<file path="src/rtl/master_bus_arbiter_pkg.sv">
`default_nettype none
// ============================================================================
// Module  : master_bus_arbiter_pkg
// Purpose : Shared arbiter state encoding and index helpers for the memory bus.
// Revision: 1.0
// ============================================================================
package master_bus_arbiter_pkg;

    typedef enum logic [1:0] {
        IDLE   = 2'd0,
        ACCESS = 2'd1,
        RESP   = 2'd2
    } arb_state_t;

    // Index width that stays legal for a single-entry vector.
    function automatic int idx_width(input int n);
        return (n > 1) ? $clog2(n) : 1;
    endfunction

    // Explicit modulo wrap; base < n and step <= n keep the sum below 2n.
    function automatic int wrap_idx(input int base, input int step, input int n);
        int s;
        s = base + step;
        return (s >= n) ? (s - n) : s;
    endfunction

endpackage
`default_nettype wire

</file>
<file path="src/rtl/master_bus_arbiter_rr_picker.sv">
`default_nettype none
// ============================================================================
// Module  : rr_picker
// Purpose : Combinational round-robin pick: first requester after i_ptr.
// Revision: 1.0
// ============================================================================
module rr_picker
    import master_bus_arbiter_pkg::*;
#(
    parameter int NUM_MASTERS = 2,
    parameter int IDX_W       = idx_width(NUM_MASTERS)
) (
    input  logic [NUM_MASTERS-1:0] i_req,
    input  logic [IDX_W-1:0]       i_ptr,
    output logic [NUM_MASTERS-1:0] o_winner,
    output logic [IDX_W-1:0]       o_winner_idx,
    output logic                   o_any
);

    always_comb begin
        int   w_cand;
        logic w_found;
        o_winner     = '0;
        o_winner_idx = '0;
        o_any        = |i_req;
        w_found      = 1'b0;
        w_cand       = 0;
        // Search ptr+1 .. ptr+N so the previous owner is considered last.
        for (int k = 1; k <= NUM_MASTERS; k++) begin
            w_cand = wrap_idx(int'(i_ptr), k, NUM_MASTERS);
            if (!w_found && i_req[w_cand]) begin
                w_found           = 1'b1;
                o_winner[w_cand]  = 1'b1;
                o_winner_idx      = IDX_W'(w_cand);
            end
        end
    end

endmodule
`default_nettype wire

</file>
<file path="src/rtl/master_bus_arbiter.sv">
`default_nettype none
// ============================================================================
// Module  : master_bus_arbiter
// Purpose : Round-robin arbiter of NUM_MASTERS masters onto one slave bus.
//           Optional access watchdog: MASTER_BUS_ARB_TIMEOUT_EN.
// Revision: 1.0
// ============================================================================
module master_bus_arbiter
    import master_bus_arbiter_pkg::*;
#(
    parameter int NUM_MASTERS    = 2,
    parameter int ADDR_W         = 30,
    parameter int DATA_W         = 32,
    parameter int MASK_W         = DATA_W / 8,
    parameter int TIMEOUT_CYCLES = 16
) (
    input  logic                          clk,
    input  logic                          rst,
    input  logic [NUM_MASTERS*ADDR_W-1:0] m_address,
    input  logic [NUM_MASTERS-1:0]        m_mem_read,
    input  logic [NUM_MASTERS-1:0]        m_mem_write,
    input  logic [NUM_MASTERS*MASK_W-1:0] m_mask_byte,
    input  logic [NUM_MASTERS*DATA_W-1:0] m_write_data,
    output logic [NUM_MASTERS*DATA_W-1:0] m_read_data,
    output logic [NUM_MASTERS-1:0]        m_ack,
    output logic [NUM_MASTERS-1:0]        m_error,
    output logic [ADDR_W-1:0]             s_address,
    output logic                          s_mem_read,
    output logic                          s_mem_write,
    output logic [MASK_W-1:0]             s_mask_byte,
    output logic [DATA_W-1:0]             s_write_data,
    input  logic [DATA_W-1:0]             s_read_data,
    input  logic                          s_ready,
    input  logic                          s_error,
    output logic [NUM_MASTERS-1:0]        grant
);

    localparam int c_IDX_W = idx_width(NUM_MASTERS);

    typedef struct packed {
        logic [ADDR_W-1:0] address;
        logic              mem_read;
        logic              mem_write;
        logic [MASK_W-1:0] mask_byte;
        logic [DATA_W-1:0] write_data;
    } arb_cmd_t;

    if (NUM_MASTERS < 2) begin : g_bad_num_masters
        $error("master_bus_arbiter: NUM_MASTERS must be at least 2");
    end
    if (TIMEOUT_CYCLES < 1) begin : g_bad_timeout
        $error("master_bus_arbiter: TIMEOUT_CYCLES must be at least 1");
    end

    arb_state_t                r_state;
    arb_state_t                w_state_nxt;
    logic [c_IDX_W-1:0]        r_rr_ptr;
    logic [c_IDX_W-1:0]        r_gidx;
    logic [NUM_MASTERS-1:0]    r_grant;
    logic [NUM_MASTERS-1:0]    r_ack;
    logic [NUM_MASTERS-1:0]    r_err;
    logic [NUM_MASTERS*DATA_W-1:0] r_rdata;
    arb_cmd_t                  r_cmd;
    arb_cmd_t                  w_sel_cmd;
    logic [NUM_MASTERS-1:0]    w_req;
    logic [NUM_MASTERS-1:0]    w_winner;
    logic [c_IDX_W-1:0]        w_widx;
    logic                      w_any;
    logic                      w_timeout;
    logic                      w_done;
    logic                      w_done_err;
    logic [DATA_W-1:0]         w_cap_data;

    assign w_req = m_mem_read | m_mem_write;

    rr_picker #(
        .NUM_MASTERS (NUM_MASTERS),
        .IDX_W       (c_IDX_W)
    ) u_rr_picker (
        .i_req        (w_req),
        .i_ptr        (r_rr_ptr),
        .o_winner     (w_winner),
        .o_winner_idx (w_widx),
        .o_any        (w_any)
    );

    always_comb begin
        w_sel_cmd            = '0;
        w_sel_cmd.address    = m_address[int'(w_widx)*ADDR_W +: ADDR_W];
        w_sel_cmd.mem_read   = m_mem_read[w_widx];
        w_sel_cmd.mem_write  = m_mem_write[w_widx];
        w_sel_cmd.mask_byte  = m_mask_byte[int'(w_widx)*MASK_W +: MASK_W];
        w_sel_cmd.write_data = m_write_data[int'(w_widx)*DATA_W +: DATA_W];
    end

`ifdef MASTER_BUS_ARB_TIMEOUT_EN
    localparam int c_CNT_W = $clog2(TIMEOUT_CYCLES + 1);
    logic [c_CNT_W-1:0] r_tcnt;

    // Fires on the last permitted ACCESS cycle that still lacks s_ready.
    assign w_timeout = (r_state == ACCESS) && !s_ready &&
                       (r_tcnt == c_CNT_W'(TIMEOUT_CYCLES - 1));

    always_ff @(posedge clk) begin
        if (rst || (r_state != ACCESS)) begin
            r_tcnt <= '0;
        end else if (!w_timeout) begin
            r_tcnt <= r_tcnt + 1'b1;
        end
    end
`else
    assign w_timeout = 1'b0;
`endif

    assign w_done     = (r_state == ACCESS) && (s_ready || w_timeout);
    assign w_done_err = s_ready ? s_error : 1'b1;
    // Only a clean read returns data; writes, errors and timeouts return zero.
    assign w_cap_data = (s_ready && !s_error && r_cmd.mem_read) ? s_read_data : '0;

    always_comb begin
        w_state_nxt = r_state;
        case (r_state)
            IDLE:    if (w_any)  w_state_nxt = ACCESS;
            ACCESS:  if (w_done) w_state_nxt = RESP;
            RESP:    w_state_nxt = IDLE;
            default: w_state_nxt = IDLE;
        endcase
    end

    always_ff @(posedge clk) begin
        if (rst) begin
            r_state  <= IDLE;
            r_rr_ptr <= c_IDX_W'(NUM_MASTERS - 1);
            r_gidx   <= '0;
            r_grant  <= '0;
            r_ack    <= '0;
            r_err    <= '0;
            r_rdata  <= '0;
            r_cmd    <= '0;
        end else begin
            r_state <= w_state_nxt;
            r_ack   <= '0;
            r_err   <= '0;
            case (r_state)
                IDLE: begin
                    if (w_any) begin
                        r_cmd    <= w_sel_cmd;
                        r_grant  <= w_winner;
                        r_gidx   <= w_widx;
                        r_rr_ptr <= w_widx;
                    end
                end
                ACCESS: begin
                    if (w_done) begin
                        r_ack[r_gidx] <= 1'b1;
                        r_err[r_gidx] <= w_done_err;
                        r_rdata[int'(r_gidx)*DATA_W +: DATA_W] <= w_cap_data;
                    end
                end
                RESP:    r_grant <= '0;
                default: r_grant <= '0;
            endcase
        end
    end

    assign s_address    = r_cmd.address;
    assign s_mask_byte  = r_cmd.mask_byte;
    assign s_write_data = r_cmd.write_data;
    assign s_mem_read   = (r_state == ACCESS) && r_cmd.mem_read;
    assign s_mem_write  = (r_state == ACCESS) && r_cmd.mem_write;
    assign grant        = r_grant;
    assign m_ack        = r_ack;
    assign m_error      = r_err;
    assign m_read_data  = r_rdata;

endmodule
`default_nettype wire

</file>
<file path="config.mk">
export PLATFORM = sky130hd
export DESIGN_NAME = master_bus_arbiter
export DESIGN_NICKNAME = d
export VERILOG_FILES = /design/src/rtl/master_bus_arbiter_pkg.sv /design/src/rtl/master_bus_arbiter_rr_picker.sv /design/src/rtl/master_bus_arbiter.sv
export SDC_FILE = /design/constraint.sdc
export NUM_CORES = 1
export LEC_CHECK = 0
export ABC_AREA = 1
export CAP_MARGIN = 40
export CORE_MARGIN = 1.5
export CORE_UTILIZATION = 25
export CTS_CLUSTER_SIZE = 28
export DETAILED_ROUTE_END_ITERATION = 7
export SETUP_SLACK_MARGIN = 0.1
export SLEW_MARGIN = 30
export SYNTH_ARGS = -nofsm -noshare
export SYNTH_HDL_FRONTEND = slang
export SYNTH_SLANG_ARGS = --single-unit
</file>
<file path="constraint.sdc">
create_clock -name clk -period 2 [get_ports clk]
set_clock_uncertainty 0.2 [all_clocks]
set_input_delay 0.5 -clock clk [delete_from_list [all_inputs] [get_ports clk]]
set_output_delay 0.5 -clock clk [all_outputs]
set_load 0.1 [all_outputs]
</file>
==> key figures, run 1 <==
Status
  – Status: completed

Worst setup path
  – Setup crit end: s_mem_write
  – Crit Path Class: flop to primary output
  – Reg-to-Reg End: s_write_data[12]$_SDFFE_PP0P_
  – Crit path from: r_state[1]$_SDFFE_PP0P_
  – Cell family with the largest share of critical-path delay: flip-flops
  – CP endpoint kind: primary output
  – Crit. path cell count: 4
  – Crit path buffers/inverters: 2
  – FF-to-FF Start: r_state[1]$_SDFFE_PP0P_
  – Reg2reg path depth: 11
  – CP Launch Type: flop
  – Slowest stage cell, crit path: dfxtp_2
  – Reg2Reg Setup Slack: 0.27 ns
  – Data required, critical path: 1.30 ns
  – Crit path cell chain: inv_2 -> nand2_4 -> nor2_4 -> buf_12
  – WP data arrival: 1.20 ns
  – Crit-path max FO: 3
  – Crit path largest cell delay: 0.32 ns

STA
  – Fin crit share: 95.2%
  – Tmin final: 1.90 ns
  – Final Setup Violations: 0
  – Tightest Pin Transition: 0.398 ns
  – Final Hold Fails: 0
  – RSZ-0062 raised after global routing: yes
  – Fmax: 525 MHz
  – Worst hold margin: 0.302 ns
  – Relative slew slack: 73.5%
  – Final Max Tran Viols: 0

Routing
  – Final wirelength: 23100 um
  – Detailed Routing Iterations Pass 1: 4
  – Routed length per instance: 13.9 um
  – DR iter-0 viols: 281
  – Via count: 7035
  – Final antenna-violating net count: 0
  – Residual DRC: 0
  – Post-DR vias/cell: 4.24

Run
  – Maxcap violations: 0

Synthesis
  – Syn. warnings: 0
  – Yosys cell types: 19
  – #FFs+latches synth: 142
  – Synthesized area per cell: 6.48 sq um
  – Seq/Total Area, Yosys: 41.8%
  – Synthesized area: 6800 sq um
  – Cells after Synth: 1049
  – Synth Net Count: 1221

Final layout
  – Layout area overhead: 80.0%
  – Share of cells above drive strength 1: 18.7%
  – Number of diodes: 0
  – Most frequent cells in the layout: nand2_1 (248), nor2_1 (233), clkdlybuf4s50_1 (166)
  – Commonest non-fill, non-tap cell in the layout: nand2_1
  – Final Net Count: 1478
  – Final cell area excluding filler cells: 12200 sq um

Place
  – Area after DPL: 11400 sq um
  – I/O Buffers: 309
  – GPL Wtd Cong: 0.760
  – Dpl hpwl: 16600 um

Global route
  – GR peak layer: met2
  – Initial antenna violation count: 0
  – Met3 Usage GRT: 7.50%
  – Largest net degree at the start of global routing: 52
  – Met2 GRT Util: 27.0%
  – First-pass GRT wire length: 35700 um
  – Grt ovf: 0
  – Met1 usage in global routing: 18.4%
  – Number of global-route vias before repair: 6670
  – GR Util All Layers: 16.0%

Floorplan
  – Io pins: 310
  – Die area: 28200 sq um
  – Die height: 168 um
  – Core Area: 26800 sq um
  – Chip width: 168 um
  – Site row count: 60
  – Initial Utilization: 25.4%

Clock tree
  – Clk_lat worst skew: 0.41 ns
  – Clock sink count: 142
  – Max Buffers Root-to-Sink: 2
  – Num CTS Buffers: 17
  – CTS tree: yes
  – H-Tree Depth: 4
  – CTS clk-pin slew, worst paths: 0.06 ns
  – Root buf cell: clkbuf_16

Pwr
  – Pwr Density: 900 nW/um^2
  – Leakage: 5.70 nW
  – Max VDD drop: 0.428 mV

Worst hold path
  – Min-Delay Path Class: flop to flop
## area by class of cell
cell class,instances,area (sq um)
Inverter,110,413
Sequential cell,142,2850
Tap cell,341,427
Timing Repair Buffer,366,5140
Multi-Input combinational cell,669,2810
Fill cell,2648,14600
Clock buffer,19,453
Clock inverter,13,154
## metal layers
layer | share of wire [%] | vias to the layer above
li1 | - | 3636
met1 | 41 | 3147
met2 | 48 | 240
met3 | 11 | 12
met4 | 0.82 | 0
met5 | 0 | -
## worst min-delay path, cell delays in order (launching register included)
cell and delay, ns:
dfxtp_1 0.33, nand2_1 0.07, a21oi_1 0.05
## cells by family after synthesis
logic type             after synthesis  share of synthesized area (%)
AOI/OAI and AO/OA                   73                           5.61
buffers and inverters              238                           17.6
DFF                                142                           41.8
and+or+nand+nor                    596                           35.0
## flip-flops by register name (all words and copies together), names as in the netlist
register      flops
s_mask_byte       4
m_read_data      64
r_state           2
m_ack             2
r_rr_ptr          1
grant             2
s_address        30
m_error           2
r_cmd             2
r_gidx            1
s_write_data     32
## through the flow
| stage | setup WS, ns | util, % | instances | power (mW) | setup TNS [ns] |
|---|---|---|---|---|---|
| after floorplan | 0.00714 | - | 1049 | 6.10 | 0 |
| after detailed placement | -0.278 | 42.6 | 1616 | 7.69 | -25.94 |
| after CTS | 0.0704 | 45.0 | 1651 | 11.1 | 0 |
| after global routing | 0.0356 | 45.7 | 1660 | 11.5 | 0 |
| after global placement | -0.262 | 42.6 | 1616 | 7.66 | -25.06 |
| final | 0.0963 | 45.7 | 1660 | 11.0 | 0 |
## Yosys cell counts
cell type / instances / area, sq um
a21oi_1: 37 / 185
buf_2: 24 / 120
dfxtp_1: 142 / 2840
o211ai_1: 1 / 7.51
inv_1: 107 / 402
buf_4: 73 / 548
nand3_1: 102 / 510
buf_1: 6 / 22.5
inv_2: 3 / 11.3
o21a_1: 1 / 7.51
nor2_1: 236 / 886
clkbuf_1: 25 / 93.8
nor2_2: 3 / 18.8
nor3_1: 3 / 15.0
a21oi_4: 1 / 16.3
nand2_1: 251 / 942
o21ai_0: 29 / 145
o21ai_1: 4 / 20.0
nand2_2: 1 / 6.26
## timing repair
action / CTS / global route
resized for setup: 6 / 14
hold buffers: 0 / 0
setup buffers: 3 / 6
cloned: 0 / 3
setup endpoints to repair: 2 / 58
pin swaps: 2 / 8
## worst min path at each step
| stage | start | endpoint | slack (ns) | cells after the start |
|---|---|---|---|---|
| 3_3_place_gp | m_read_data[33]$_SDFFE_PP0P_ | m_read_data[33]$_SDFFE_PP0P_ | 0.29 | 2 |
| 3_5_place_dp | m_read_data[44]$_SDFFE_PP0P_ | m_read_data[44]$_SDFFE_PP0P_ | 0.30 | 2 |
| 6_report | m_read_data[33]$_SDFFE_PP0P_ | m_read_data[33]$_SDFFE_PP0P_ | 0.30 | 2 |
| 4_1_cts | m_read_data[33]$_SDFFE_PP0P_ | m_read_data[33]$_SDFFE_PP0P_ | 0.31 | 2 |
| 2_1_floorplan | r_rr_ptr$_SDFFE_PP1P_ | r_rr_ptr$_SDFFE_PP1P_ | 0.29 | 2 |
| 5_1_grt | m_read_data[55]$_SDFFE_PP0P_ | m_read_data[55]$_SDFFE_PP0P_ | 0.33 | 2 |
## where the power goes
group          switching, mW  total [mW]  internal [mW]  leakage [nW]
registers              0.256        3.34           3.08          1.17
clock network           1.36        3.30           1.94         0.297
logic                   2.69        4.37           1.69          4.23
Power figures use the tool's default switching activity.
==> inputs of run 2 (changes only) <==
--- a/config.mk
+++ b/config.mk
@@ -11,6 +11,7 @@
 export CORE_UTILIZATION = 25
 export CTS_CLUSTER_SIZE = 28
 export DETAILED_ROUTE_END_ITERATION = 7
+export DONT_BUFFER_PORTS = 1
 export SETUP_SLACK_MARGIN = 0.1
 export SLEW_MARGIN = 30
 export SYNTH_ARGS = -nofsm -noshare
==> key figures, run 2 (synthesis results as in run 1) <==
Worst setup path
  – CP Launch Type: flop
  – Crit-path max FO: 3
  – FF-to-FF Start: r_state[1]$_SDFFE_PP0P_
  – Cell family with the largest share of critical-path delay: flip-flops
  – CP endpoint kind: primary output
  – Slowest stage cell, crit path: dfxtp_2
  – Crit path cell chain: inv_2 -> nand2_4 -> nor2_4 -> buf_12
  – Reg2reg path depth: 8
  – Crit path largest cell delay: 0.32 ns
  – WP data arrival: 1.16 ns
  – Crit Path Class: flop to primary output
  – Reg-to-Reg End: s_address[13]$_SDFFE_PP0P_
  – Data required, critical path: 1.30 ns
  – Crit path buffers/inverters: 2
  – Reg2Reg Setup Slack: 0.14 ns

Final layout
  – Layout area overhead: 24.3%
  – Commonest non-fill, non-tap cell in the layout: nand2_1
  – Final Net Count: 1274
  – Share of cells above drive strength 1: 18.8%
  – Max FFs per register: 64
  – Most frequent cells in the layout: nand2_1 (249), nor2_1 (234), buf_4 (153)

Place
  – GPL Wtd Cong: 0.753
  – Dpl hpwl: 13900 um
  – I/O Buffers: 0
  – Worst slack, placed: 0.168 ns

Clock tree
  – Clock sink count: 142
  – Clk_lat worst skew: 0.42 ns
  – Num CTS Buffers: 17
  – Max Buffers Root-to-Sink: 2
  – CTS tree: yes
  – CTS clk-pin slew, worst paths: 0.06 ns
  – H-Tree Depth: 4
  – Root buf cell: clkbuf_16

Routing
  – Residual DRC: 0
  – Routed length per instance: 14.0 um
  – Final antenna-violating net count: 0
  – Post-DR vias/cell: 4.32
  – DR iter-0 viols: 273
  – Detailed Routing Iterations Pass 1: 4
  – Via count: 6296
  – Final wirelength: 20500 um

Pwr
  – Internal power: 5.84 mW
  – Combinational Power Share: 33.3%
  – Clk pwr share: 34.8%
  – Part of the power in registers: 32.0%
  – Pwr Density: 1170 nW/um^2
  – NetSw: 4.06 mW
  – Sw frac: 41.0%
  – Max VDD drop: 0.428 mV
  – Leakage: 4.34 nW

Floorplan
  – Site row count: 60
  – Die area: 28200 sq um
  – Chip width: 168 um
  – Die height: 168 um
  – Io pins: 310
  – Initial Utilization: 25.4%
  – Core Area: 26800 sq um

Global route
  – GR Util All Layers: 14.1%
  – Number of global-route vias before repair: 6014
  – Grt ovf: 0
  – Initial antenna violation count: 2
  – Largest net degree at the start of global routing: 105
  – First-pass GRT wire length: 30800 um

STA
  – Final Setup Violations: 0
  – Tmin final: 1.86 ns
  – Tightest Pin Transition: 0.416 ns
  – Relative slew slack: 72.3%
  – TNS Setup: 0 ns
  – Worst hold margin: 0.0328 ns
  – Final Hold Fails: 0
  – Final Max Tran Viols: 0
  – RSZ-0062 raised after global routing: yes
  – Setup ws final: 0.135 ns
  – Fin crit share: 93.2%
  – Fmax: 536 MHz

Worst hold path
  – Hold Startpoint: rst
  – Hold endpoint: s_write_data[12]$_SDFFE_PP0P_
  – Hold Path Depth: 3
  – Min-Delay Path Class: input pin to flop

Status
  – Status: completed

Run
  – Maxcap violations: 0
run 2: worst max-delay path by stage:
stage / startpoint / to / slack, ns / depth (start not counted)
finish: r_state[1]$_SDFFE_PP0P_ / s_mem_write / 0.14 / 4
global route: r_cmd[37]$_SDFFE_PP0P_ / s_mem_read / 0.07 / 3
CTS: r_state[0]$_SDFFE_PP0P_ / s_mem_write / 0.08 / 3
detailed placement: m_mem_write[0] / s_write_data[22]$_SDFFE_PP0P_ / 0.17 / 8
global placement: m_mem_write[0] / s_address[3]$_SDFFE_PP0P_ / 0.20 / 8
floorplan: r_state[1]$_SDFFE_PP0P_ / s_mem_read / 0.007 / 3
run 2: through the flow:
stage	utilization (%)	instance area, sq um	std cells	total power [mW]
3_3_place_gp	28.8	7730	1419	6.45
2_1_floorplan	-	6810	1049	6.10
5_1_grt	31.5	8450	1458	10.4
4_1_cts	31.4	8420	1455	10.0
6_report	31.5	8450	1458	9.90
3_5_place_dp	28.8	7730	1419	6.49
run 2: what timing repair did:
action	CTS	global route
setup buffers	3	0
gates cloned	0	1
endpoints found under the setup margin	2	31
hold buffers	1	0
pin swaps	1	1
gates resized for setup	7	5
endpoints found under the hold margin	42	0
run 2: layer usage:
| layer | part of all wire, % | up-vias | track usage, % |
|---|---|---|---|
| li1 | - | 3220 | - |
| met1 | 40 | 2808 | 14.5 |
| met2 | 46 | 243 | 24.3 |
| met3 | 12 | 25 | 6.93 |
| met4 | 2.6 | 0 | 6.35 |
| met5 | 0 | - | 0 |
run 2: worst register-to-register path, cell delays in order, from the launching register on:
cell	delay [ns]
dfxtp_2	0.32
buf_4	0.12
nor2_2	0.15
inv_2	0.07
a21oi_4	0.23
buf_4	0.36
nand3_1	0.18
nand2_1	0.08
inv_1	0.03
run 2: power groups by stage:
stage | clock network [mW] | registers (mW) | logic, mW
floorplan | 0 | 3.65 | 2.45
detailed placement | 0 | 3.23 | 3.26
global placement | 0 | 3.22 | 3.23
finish | 3.44 | 3.16 | 3.29
global route | 3.70 | 3.19 | 3.50
CTS | 3.58 | 3.17 | 3.30
run 2: cell type report:
type	instances	area [sq um]
Timing Repair Buffer	162	1330
Fill cell	2916	18400
Multi-Input combinational cell	669	2800
Sequential cell	142	2850
Antenna cell	2	5.00
Inverter	110	413
Clock inverter	13	178
Clock buffer	19	453
Tap cell	341	427
==> inputs of run 3 (changes only) <==
--- a/config.mk
+++ b/config.mk
@@ -12,6 +12,7 @@
 export CTS_CLUSTER_SIZE = 28
 export DETAILED_ROUTE_END_ITERATION = 7
 export DONT_BUFFER_PORTS = 1
+export HOLD_SLACK_MARGIN = 0.15
 export SETUP_SLACK_MARGIN = 0.1
 export SLEW_MARGIN = 30
 export SYNTH_ARGS = -nofsm -noshare
==> key figures, run 3 (synthesis results as in run 1) <==
Status
  – Status: complete, but fails checks
  – Failing checks: hold timing

STA
  – TNS Setup: 0 ns
  – Fmax: 535 MHz
  – Worst hold margin: -0.0463 ns
  – Final Max Tran Viols: 0
  – Final Setup Violations: 0
  – Setup ws final: 0.131 ns
  – Relative slew slack: 72.3%
  – Final Hold Fails: 29
  – Tightest Pin Transition: 0.416 ns
  – Tmin final: 1.87 ns
  – Fin crit share: 93.5%
  – RSZ-0062 raised after global routing: yes

Floorplan
  – Core Area: 26800 sq um
  – Chip width: 168 um
  – Io pins: 310
  – Initial Utilization: 25.4%
  – Die area: 28200 sq um
  – Die height: 168 um
  – Site row count: 60

Pwr
  – Combinational Power Share: 33.7%
  – Sw frac: 40.8%
  – Internal power: 5.89 mW
  – Pwr Density: 1130 nW/um^2
  – NetSw: 4.06 mW
  – Max VDD drop: 0.429 mV
  – Leakage: 4.51 nW
  – Part of the power in registers: 31.8%
  – Clk pwr share: 34.5%
  – Total power: 9.95 mW

Final layout
  – Share of cells above drive strength 1: 18.1%
  – Layout area overhead: 29.8%
  – Final Net Count: 1312
  – Commonest non-fill, non-tap cell in the layout: nand2_1
  – Max FFs per register: 64
  – Most frequent cells in the layout: nand2_1 (249), nor2_1 (234), buf_4 (153)
  – Final cell area excluding filler cells: 8830 sq um

Global route
  – GR Util All Layers: 14.1%
  – Largest net degree at the start of global routing: 110
  – Initial antenna violation count: 2
  – Number of global-route vias before repair: 6036
  – Grt ovf: 0
  – First-pass GRT wire length: 30900 um

Worst setup path
  – WP data arrival: 1.17 ns
  – CP endpoint kind: primary output
  – Crit-path max FO: 3
  – Data required, critical path: 1.30 ns
  – CP Launch Type: flop
  – Crit Path Class: flop to primary output

Routing
  – Via count: 6470
  – Post-DR vias/cell: 4.32
  – Final antenna-violating net count: 0
  – DR iter-0 viols: 301
  – Routed length per instance: 14.0 um
  – Residual DRC: 0
  – Final wirelength: 21000 um
  – Detailed Routing Iterations Pass 1: 4

Clock tree
  – H-Tree Depth: 4
  – Clk_lat worst skew: 0.42 ns
  – Max Buffers Root-to-Sink: 2
  – CTS clk-pin slew, worst paths: 0.06 ns
  – Clock sink count: 142
  – Root buf cell: clkbuf_16
  – Num CTS Buffers: 17
  – CTS tree: yes

Place
  – GPL Wtd Cong: 0.753
  – Area after DPL: 7730 sq um
  – Dpl hpwl: 13900 um
  – Worst slack, placed: 0.168 ns
  – I/O Buffers: 0

Worst hold path
  – Min-Delay Path Class: input pin to flop

Run
  – Maxcap violations: 0
## run 3: through the flow
stage | util, % | std cells
final | 32.9 | 1496
after global routing | 32.9 | 1496
after CTS | 31.8 | 1467
after detailed placement | 28.8 | 1419
after global placement | 28.8 | 1419
after floorplan | - | 1049
## run 3: layout make-up
type,count,area (sq um)
antenna,2,5.00
tap,341,427
fill,2877,18000
clock buffer,19,453
clock inverter,13,178
timing repair buffer,200,1700
multi-input combinational,669,2810
sequential,142,2850
inverter,110,413
## run 3: worst max-delay path: stages (launching register included)
cell and delay (ns):
dfxtp_4 0.38, nand2_4 0.08, nor2_4 0.11, buf_12 0.18
## run 3: per-layer routing
layer	vias to the layer above	routed length [um]	global-route usage [%]
met5	-	0	0
met3	27	2320	6.63
li1	3300	-	-
met1	2878	8430	14.9
met4	0	529	6.66
met2	265	9720	23.8
## run 3: path summary, 6_finish.rpt
| kind | cells past startpoint | end | start | slack [ns] |
|---|---|---|---|---|
| setup / recovery | 3 | s_mem_write | r_state[0]$_SDFFE_PP0P_ | 0.13 |
| hold / removal | 1 | m_read_data[39]$_SDFFE_PP0P_ | rst | -0.05 |
| setup reg to reg | 7 | m_ack[0]$_SDFF_PP0_ | r_state[0]$_SDFFE_PP0P_ | 0.17 |
| hold reg to reg | 2 | m_read_data[39]$_SDFFE_PP0P_ | m_read_data[39]$_SDFFE_PP0P_ | 0.27 |
## run 3: power by group through the flow
stage / clock (mW) / combinational, mW / sequential (mW)
after floorplan: 0 / 2.45 / 3.65
final: 3.44 / 3.35 / 3.17
after global routing: 3.70 / 3.56 / 3.19
after CTS: 3.58 / 3.30 / 3.17
after global placement: 0 / 3.23 / 3.22
after detailed placement: 0 / 3.26 / 3.23
## run 3: what timing repair did
item | CTS | global route
setup buffers | 3 | 0
setup endpoints to repair | 2 | 33
pin swaps | 1 | 1
resized for setup | 7 | 7
cloned | 0 | 1
hold endpoints to repair | 116 | 103
hold buffers | 13 | 26
